### src/rtl/carbon_z90_pkg.sv
// CarbonZ90 shared types: boot program ROM, sequencer states and MMIO constants.
// The optional readback check is enabled by defining CARBONZ90_READBACK_VERIFY_EN.
package carbon_z90_pkg;

  typedef struct packed {
    logic [7:0] addr;
    logic [7:0] data;
  } rom_entry_t;

  typedef enum logic [2:0] {BOOT, FETCH, WRITE, VERIFY, GAP, DONE, ERROR} seq_state_t;

  localparam logic [7:0]  SIG_BASE      = 8'h00;
  localparam logic [7:0]  PWROFF_ADDR   = 8'h04;
  localparam int          PROG_LEN      = 5;
  localparam logic [31:0] EXP_SIGNATURE = 32'h2130_395A;

  localparam rom_entry_t PROG_ROM [PROG_LEN] = '{
    '{addr: 8'h00, data: 8'h5A},
    '{addr: 8'h01, data: 8'h39},
    '{addr: 8'h02, data: 8'h30},
    '{addr: 8'h03, data: 8'h21},
    '{addr: 8'h04, data: 8'h01}
  };

endpackage

### src/rtl/carbon_z90_sysctl.sv
// System-control MMIO device: byte-wise signature register and sticky poweroff.
// With CARBONZ90_READBACK_VERIFY_EN it adds a combinational read port and an error override.
module carbon_z90_sysctl
  import carbon_z90_pkg::*;
(
  input  logic        clk,
  input  logic        rst_n,
  input  logic        i_wr_en,
  input  logic [7:0]  i_wr_addr,
  input  logic [7:0]  i_wr_data,
`ifdef CARBONZ90_READBACK_VERIFY_EN
  input  logic [7:0]  i_rd_addr,
  output logic [7:0]  o_rd_data,
  input  logic        i_error,
`endif
  output logic [31:0] o_signature,
  output logic        o_poweroff
);

  logic [3:0][7:0] r_sig;
  logic            r_poweroff;

  // Signature bytes freeze once poweroff has been requested.
  always_ff @(posedge clk or negedge rst_n) begin
    if (!rst_n) begin
      r_sig      <= '0;
      r_poweroff <= 1'b0;
    end else if (i_wr_en) begin
      for (int i = 0; i < 4; i++) begin
        if (!r_poweroff && i_wr_addr == SIG_BASE + 8'(i)) r_sig[i] <= i_wr_data;
      end
      if (i_wr_addr == PWROFF_ADDR && i_wr_data[0]) r_poweroff <= 1'b1;
    end
  end

`ifdef CARBONZ90_READBACK_VERIFY_EN
  always_comb begin
    o_rd_data = 8'h00;
    if (i_rd_addr == PWROFF_ADDR) o_rd_data = {7'b0, r_poweroff};
    else if (i_rd_addr < SIG_BASE + 8'd4) o_rd_data = r_sig[i_rd_addr[1:0]];
  end

  assign o_signature = i_error ? {8'hEE, r_sig[2], r_sig[1], r_sig[0]} : r_sig;
  assign o_poweroff  = r_poweroff & ~i_error;
`else
  assign o_signature = r_sig;
  assign o_poweroff  = r_poweroff;
`endif

endmodule

### src/rtl/carbon_z90_top.sv
// CarbonZ90 top: boot sequencer replaying the program ROM as MMIO writes into sysctl.
// Define CARBONZ90_READBACK_VERIFY_EN to add a readback VERIFY step and terminal ERROR state.
module carbon_z90_top
  import carbon_z90_pkg::*;
#(
  parameter int BOOT_DELAY = 2,
  parameter int STEP_WAIT  = 4
) (
  input  logic        clk,
  input  logic        rst_n,
  output logic [31:0] signature,
  output logic        poweroff
);

  seq_state_t r_state, w_state_next;
  logic [2:0]  r_pc, w_pc_next;
  logic [15:0] r_cnt, w_cnt_next;
  rom_entry_t  r_entry, w_entry_next;
  logic        w_wr_en;
`ifdef CARBONZ90_READBACK_VERIFY_EN
  logic [7:0]  w_rd_data;
  logic        w_error;
`endif

  // With no gap configured, a finished step goes straight to the next fetch.
  function automatic seq_state_t step_exit(input logic [2:0] pc);
    if (STEP_WAIT != 0) return GAP;
    return (pc < 3'(PROG_LEN)) ? FETCH : DONE;
  endfunction

  always_ff @(posedge clk or negedge rst_n) begin
    if (!rst_n) begin
      r_state <= BOOT;
      r_pc    <= '0;
      r_cnt   <= '0;
      r_entry <= '0;
    end else begin
      r_state <= w_state_next;
      r_pc    <= w_pc_next;
      r_cnt   <= w_cnt_next;
      r_entry <= w_entry_next;
    end
  end

  always_comb begin
    w_state_next = r_state;
    w_pc_next    = r_pc;
    w_cnt_next   = r_cnt;
    w_entry_next = r_entry;
    w_wr_en      = 1'b0;
    case (r_state)
      BOOT: begin
        if (r_cnt >= 16'(BOOT_DELAY)) begin
          w_state_next = FETCH;
          w_cnt_next   = '0;
        end else begin
          w_cnt_next = r_cnt + 16'd1;
        end
      end
      FETCH: begin
        w_entry_next = PROG_ROM[r_pc];
        w_state_next = WRITE;
      end
      WRITE: begin
        w_wr_en    = 1'b1;
        w_pc_next  = r_pc + 3'd1;
        w_cnt_next = 16'd1;
`ifdef CARBONZ90_READBACK_VERIFY_EN
        w_state_next = VERIFY;
`else
        w_state_next = step_exit(r_pc + 3'd1);
`endif
      end
`ifdef CARBONZ90_READBACK_VERIFY_EN
      VERIFY: begin
        w_cnt_next = 16'd1;
        if (w_rd_data != r_entry.data) w_state_next = ERROR;
        else                           w_state_next = step_exit(r_pc);
      end
`endif
      GAP: begin
        if (r_cnt >= 16'(STEP_WAIT)) begin
          w_state_next = (r_pc < 3'(PROG_LEN)) ? FETCH : DONE;
          w_cnt_next   = '0;
        end else begin
          w_cnt_next = r_cnt + 16'd1;
        end
      end
      default: ;
    endcase
  end

`ifdef CARBONZ90_READBACK_VERIFY_EN
  assign w_error = (r_state == ERROR);
`endif

  carbon_z90_sysctl u_sysctl (
    .clk         (clk),
    .rst_n       (rst_n),
    .i_wr_en     (w_wr_en),
    .i_wr_addr   (r_entry.addr),
    .i_wr_data   (r_entry.data),
`ifdef CARBONZ90_READBACK_VERIFY_EN
    .i_rd_addr   (r_entry.addr),
    .o_rd_data   (w_rd_data),
    .i_error     (w_error),
`endif
    .o_signature (signature),
    .o_poweroff  (poweroff)
  );

endmodule

### config.mk
export PLATFORM = sky130hd
export DESIGN_NAME = carbon_z90_top
export DESIGN_NICKNAME = d
export VERILOG_FILES = /design/src/rtl/carbon_z90_pkg.sv /design/src/rtl/carbon_z90_sysctl.sv /design/src/rtl/carbon_z90_top.sv
export SDC_FILE = /design/constraint.sdc
export NUM_CORES = 1
export LEC_CHECK = 0
export ABC_AREA = 1
export BUFFER_PORTS_ARGS = -buffer_cell sky130_fd_sc_hd__buf_2
export CORE_MARGIN = 2
export CORE_UTILIZATION = 35
export DETAILED_ROUTE_END_ITERATION = 7
export PLACE_DENSITY = 0.65
export SLEW_MARGIN = 25
export SYNTH_ARGS = -nofsm -noshare
export SYNTH_HDL_FRONTEND = slang
export SYNTH_SLANG_ARGS = --single-unit
### constraint.sdc
create_clock -name clk -period 1.76 [get_ports clk]
set_clock_uncertainty 0.05 [all_clocks]
set_input_delay 0.264 -clock clk [delete_from_list [all_inputs] [get_ports clk]]
set_output_delay 0.264 -clock clk [all_outputs]
set_load 0.1 [all_outputs]
==> metrics.txt <==
status=complete, no violations; GP Congestion=about 0.79; number of port buffers=26; ANT nets after route=0; via count=between 1500 and 2000; CTS root buffer=clkbuf_8; die width=85.1 um; DIE AREA=7240 um2; # clock sinks=around 50; Initial Util=0.362; XOR/XNOR Fraction of Synth Area=0.00381; synth warn=0; Iter 0 DRT Violations=94; post-synthesis mux area share=0; Async S/R FF share, synth=1.00; Reg clk slew, reported paths=about 0.090 ns; Critical Path AT=1.70 ns; post-route cell area=about 2500 um2; Critical Path Start Type=register; Post-CTS Setup Bufs=0; Tmin final=between 1.5 and 2 ns; Worst-Skew Late Latency=~0.31 ns; Post-Synth Adder-Cell Area=0.0326; Static Leak=0.00128 uW; Slew Viols, Final=0; Mapped Cells=roughly 240; f_max=about 0.65 GHz; DP Wirelength=2690 um; clock buffer depth=2; share of cells above drive strength 1=0.225; DRT Pass-1 Iters=4; Worst Path Required=1.91 ns; Vias/cell=between 4 and 5; # rows=29; I/O pin count=35; unrepaired setup endpoints after global routing=no; Synth Flop Type=dfrtp_1; distinct cell type count after synthesis=29; storage element area=1280 um2; NumNets Final=roughly 270; core area=around 6300 um2; Multi-input gate area=783 um2; first-pass GRT wire length=~7000 um; H-tree levels=2; Routed WL=~3800 um; Total Neg Setup Slack=0 ns; Post-Syn Area=2300 um2; CTS tree=built; #FFs+latches synth=51; initial antenna violation count=0; Die H=about 85 um; VDD IR max=0.000294 V; Total GRT Usage=0.123; Syn Area/Cell=slightly below 10 um2; Post-synth EDFFs=0; Hold Vio Cnt, Final=0; largest net degree at the start of global routing=52; largest family of logic cells by synthesized area=simple AND/OR/NAND/NOR gates; placed cell areas=about 2500 um2; final hold slack=0.418 ns; endpoints failing setup=0; Simple-Gate Fraction of Synth Area=0.205; most area-consuming cells after synthesis=dfrtp_1 (55%), nand2_1 (7.8%), inv_1 (5.2%), o21ai_1 (4.4%), buf_4 (3.9%); n_diodes=0; cell taking the most area after synthesis=dfrtp_1; DRC=0; Synth Area in Compound Gates=0.0865; reg2reg path depth=8; Area Growth Syn to Fin=10.8%; post_cts resized=0; TritonCTS Buffers=5; Crit Path Class=reg -> reg; global route overflow=0; hold buffers post-CTS=1; vias in the first global route=roughly 1500; reg2reg start=r_state[2]; PD cells=between 700 and 800 nW/um2; Tcrit/Tclk final=0.879; CP startpoint=r_state[2]; number of fill cells=621; Max-Cap Viols=0; share of the synthesized area in the top cell type=0.555; register area share after synthesis=0.555; Reg2Reg Setup Slack=between 0.2 and 0.25 ns; wire per inst=approximately 11 um; CP endpoint kind=register; R2R Path End=r_cnt[2]; HP Class=in -> async; crit path max fanout=15
how the worst max path moves through the flow:
| stage | end | depth (start not counted) |
|---|---|---|
| after global routing | r_cnt[2] | 8 |
| after CTS | r_cnt[2] | 8 |
| after floorplan | signature[14] | 1 |
| final | r_cnt[2] | 8 |
| after global placement | r_cnt[2] | 8 |
| after detailed placement | r_cnt[2] | 8 |
kinds of logic (layout without fill, tap and decap cells):
kind of cell,Yosys count,after routing
other cells,1,8
simple gates,91,91
buf+inv,52,74
fa+ha+maj,6,6
compound gates,36,36
xor+xnor,1,1
flops,51,51
flip-flops by register name (all words and copies together), names as in the netlist:
signal and flops:
r_state 3, u_sysctl.o_poweroff 1, r_cnt 16, r_entry 8, u_sysctl.o_signature 20, r_pc 3
cell type report:
type	instances	area share
multi-input cells	142	0.307
clock inverters	3	0.00736
clock buffers	5	0.0270
inverters	38	0.0569
well taps	77	0.0378
repair buffers	28	0.0628
flip-flops and latches	51	0.501
layout by cell type (no fill, tap or decap), types with 2 or more instances in the layout:
| master | Yosys | layout |
|---|---|---|
| buf_2 | 0 | 26 |
| clkbuf_8 | 0 | 5 |
| clkinv_2 | 0 | 2 |
| conb_1 | 1 | 8 |
| dfrtp_1 | 51 | 51 |
| ha_1 | 6 | 6 |
| inv_1 | 32 | 32 |
| inv_2 | 5 | 5 |
| nand2_1 | 48 | 48 |
| nand3_1 | 5 | 5 |
| nand4_1 | 2 | 2 |
| nand4_4 | 3 | 3 |
| nor2_1 | 17 | 17 |
| nor2_2 | 10 | 10 |
| nor2_4 | 2 | 2 |
| o21ai_0 | 7 | 7 |
| o21ai_1 | 20 | 20 |
| o22ai_1 | 4 | 4 |
report_power, final:
group / total [uW] / internal (uW) / leakage (uW) / switching (uW)
Combinational: 103 / 6.95 / 0.000615 / 96.0
Sequential: 1170 / 1170 / 0.000619 / 0
Clock: 670 / 281 / 0.0000483 / 390
cells in the mapped netlist, types with 2 or more instances:
cell and instances:
dfrtp_1 51, nand2_1 48, inv_1 32, o21ai_1 20, nor2_1 17, buf_4 12
nor2_2 10, o21ai_0 7, ha_1 6, inv_2 5, nand3_1 5, o22ai_1 4
nand4_4 3, nand4_1 2, nor2_4 2
critical path, cell delays in order, from the launching register on:
cell and delay, ns:
dfrtp_1 0.43, inv_2 0.11, nand3_2 0.13, inv_4 0.19, nor2_4 0.06, inv_2 0.26
nand3_1 0.12, nand2_1 0.07, inv_1 0.03
stage by stage:
stage	util	instances	setup slack (ns)	total power, uW
after CTS	0.401	344	0.195	1980
after global routing	0.401	344	0.0642	2030
after floorplan	-	245	0.106	1280
after global placement	0.386	335	0.247	1300
after detailed placement	0.386	335	0.212	1300
final	0.401	344	0.213	1940
routing by layer:
metal,vias up,GRT usage,part of all wire
li1,786,-,-
met2,23,0.193,0.46
met4,0,0.0563,0.023
met3,6,0.0292,0.029
met5,-,0,0
met1,711,0.161,0.48
Note: power is estimated with default switching activity, not from simulation.
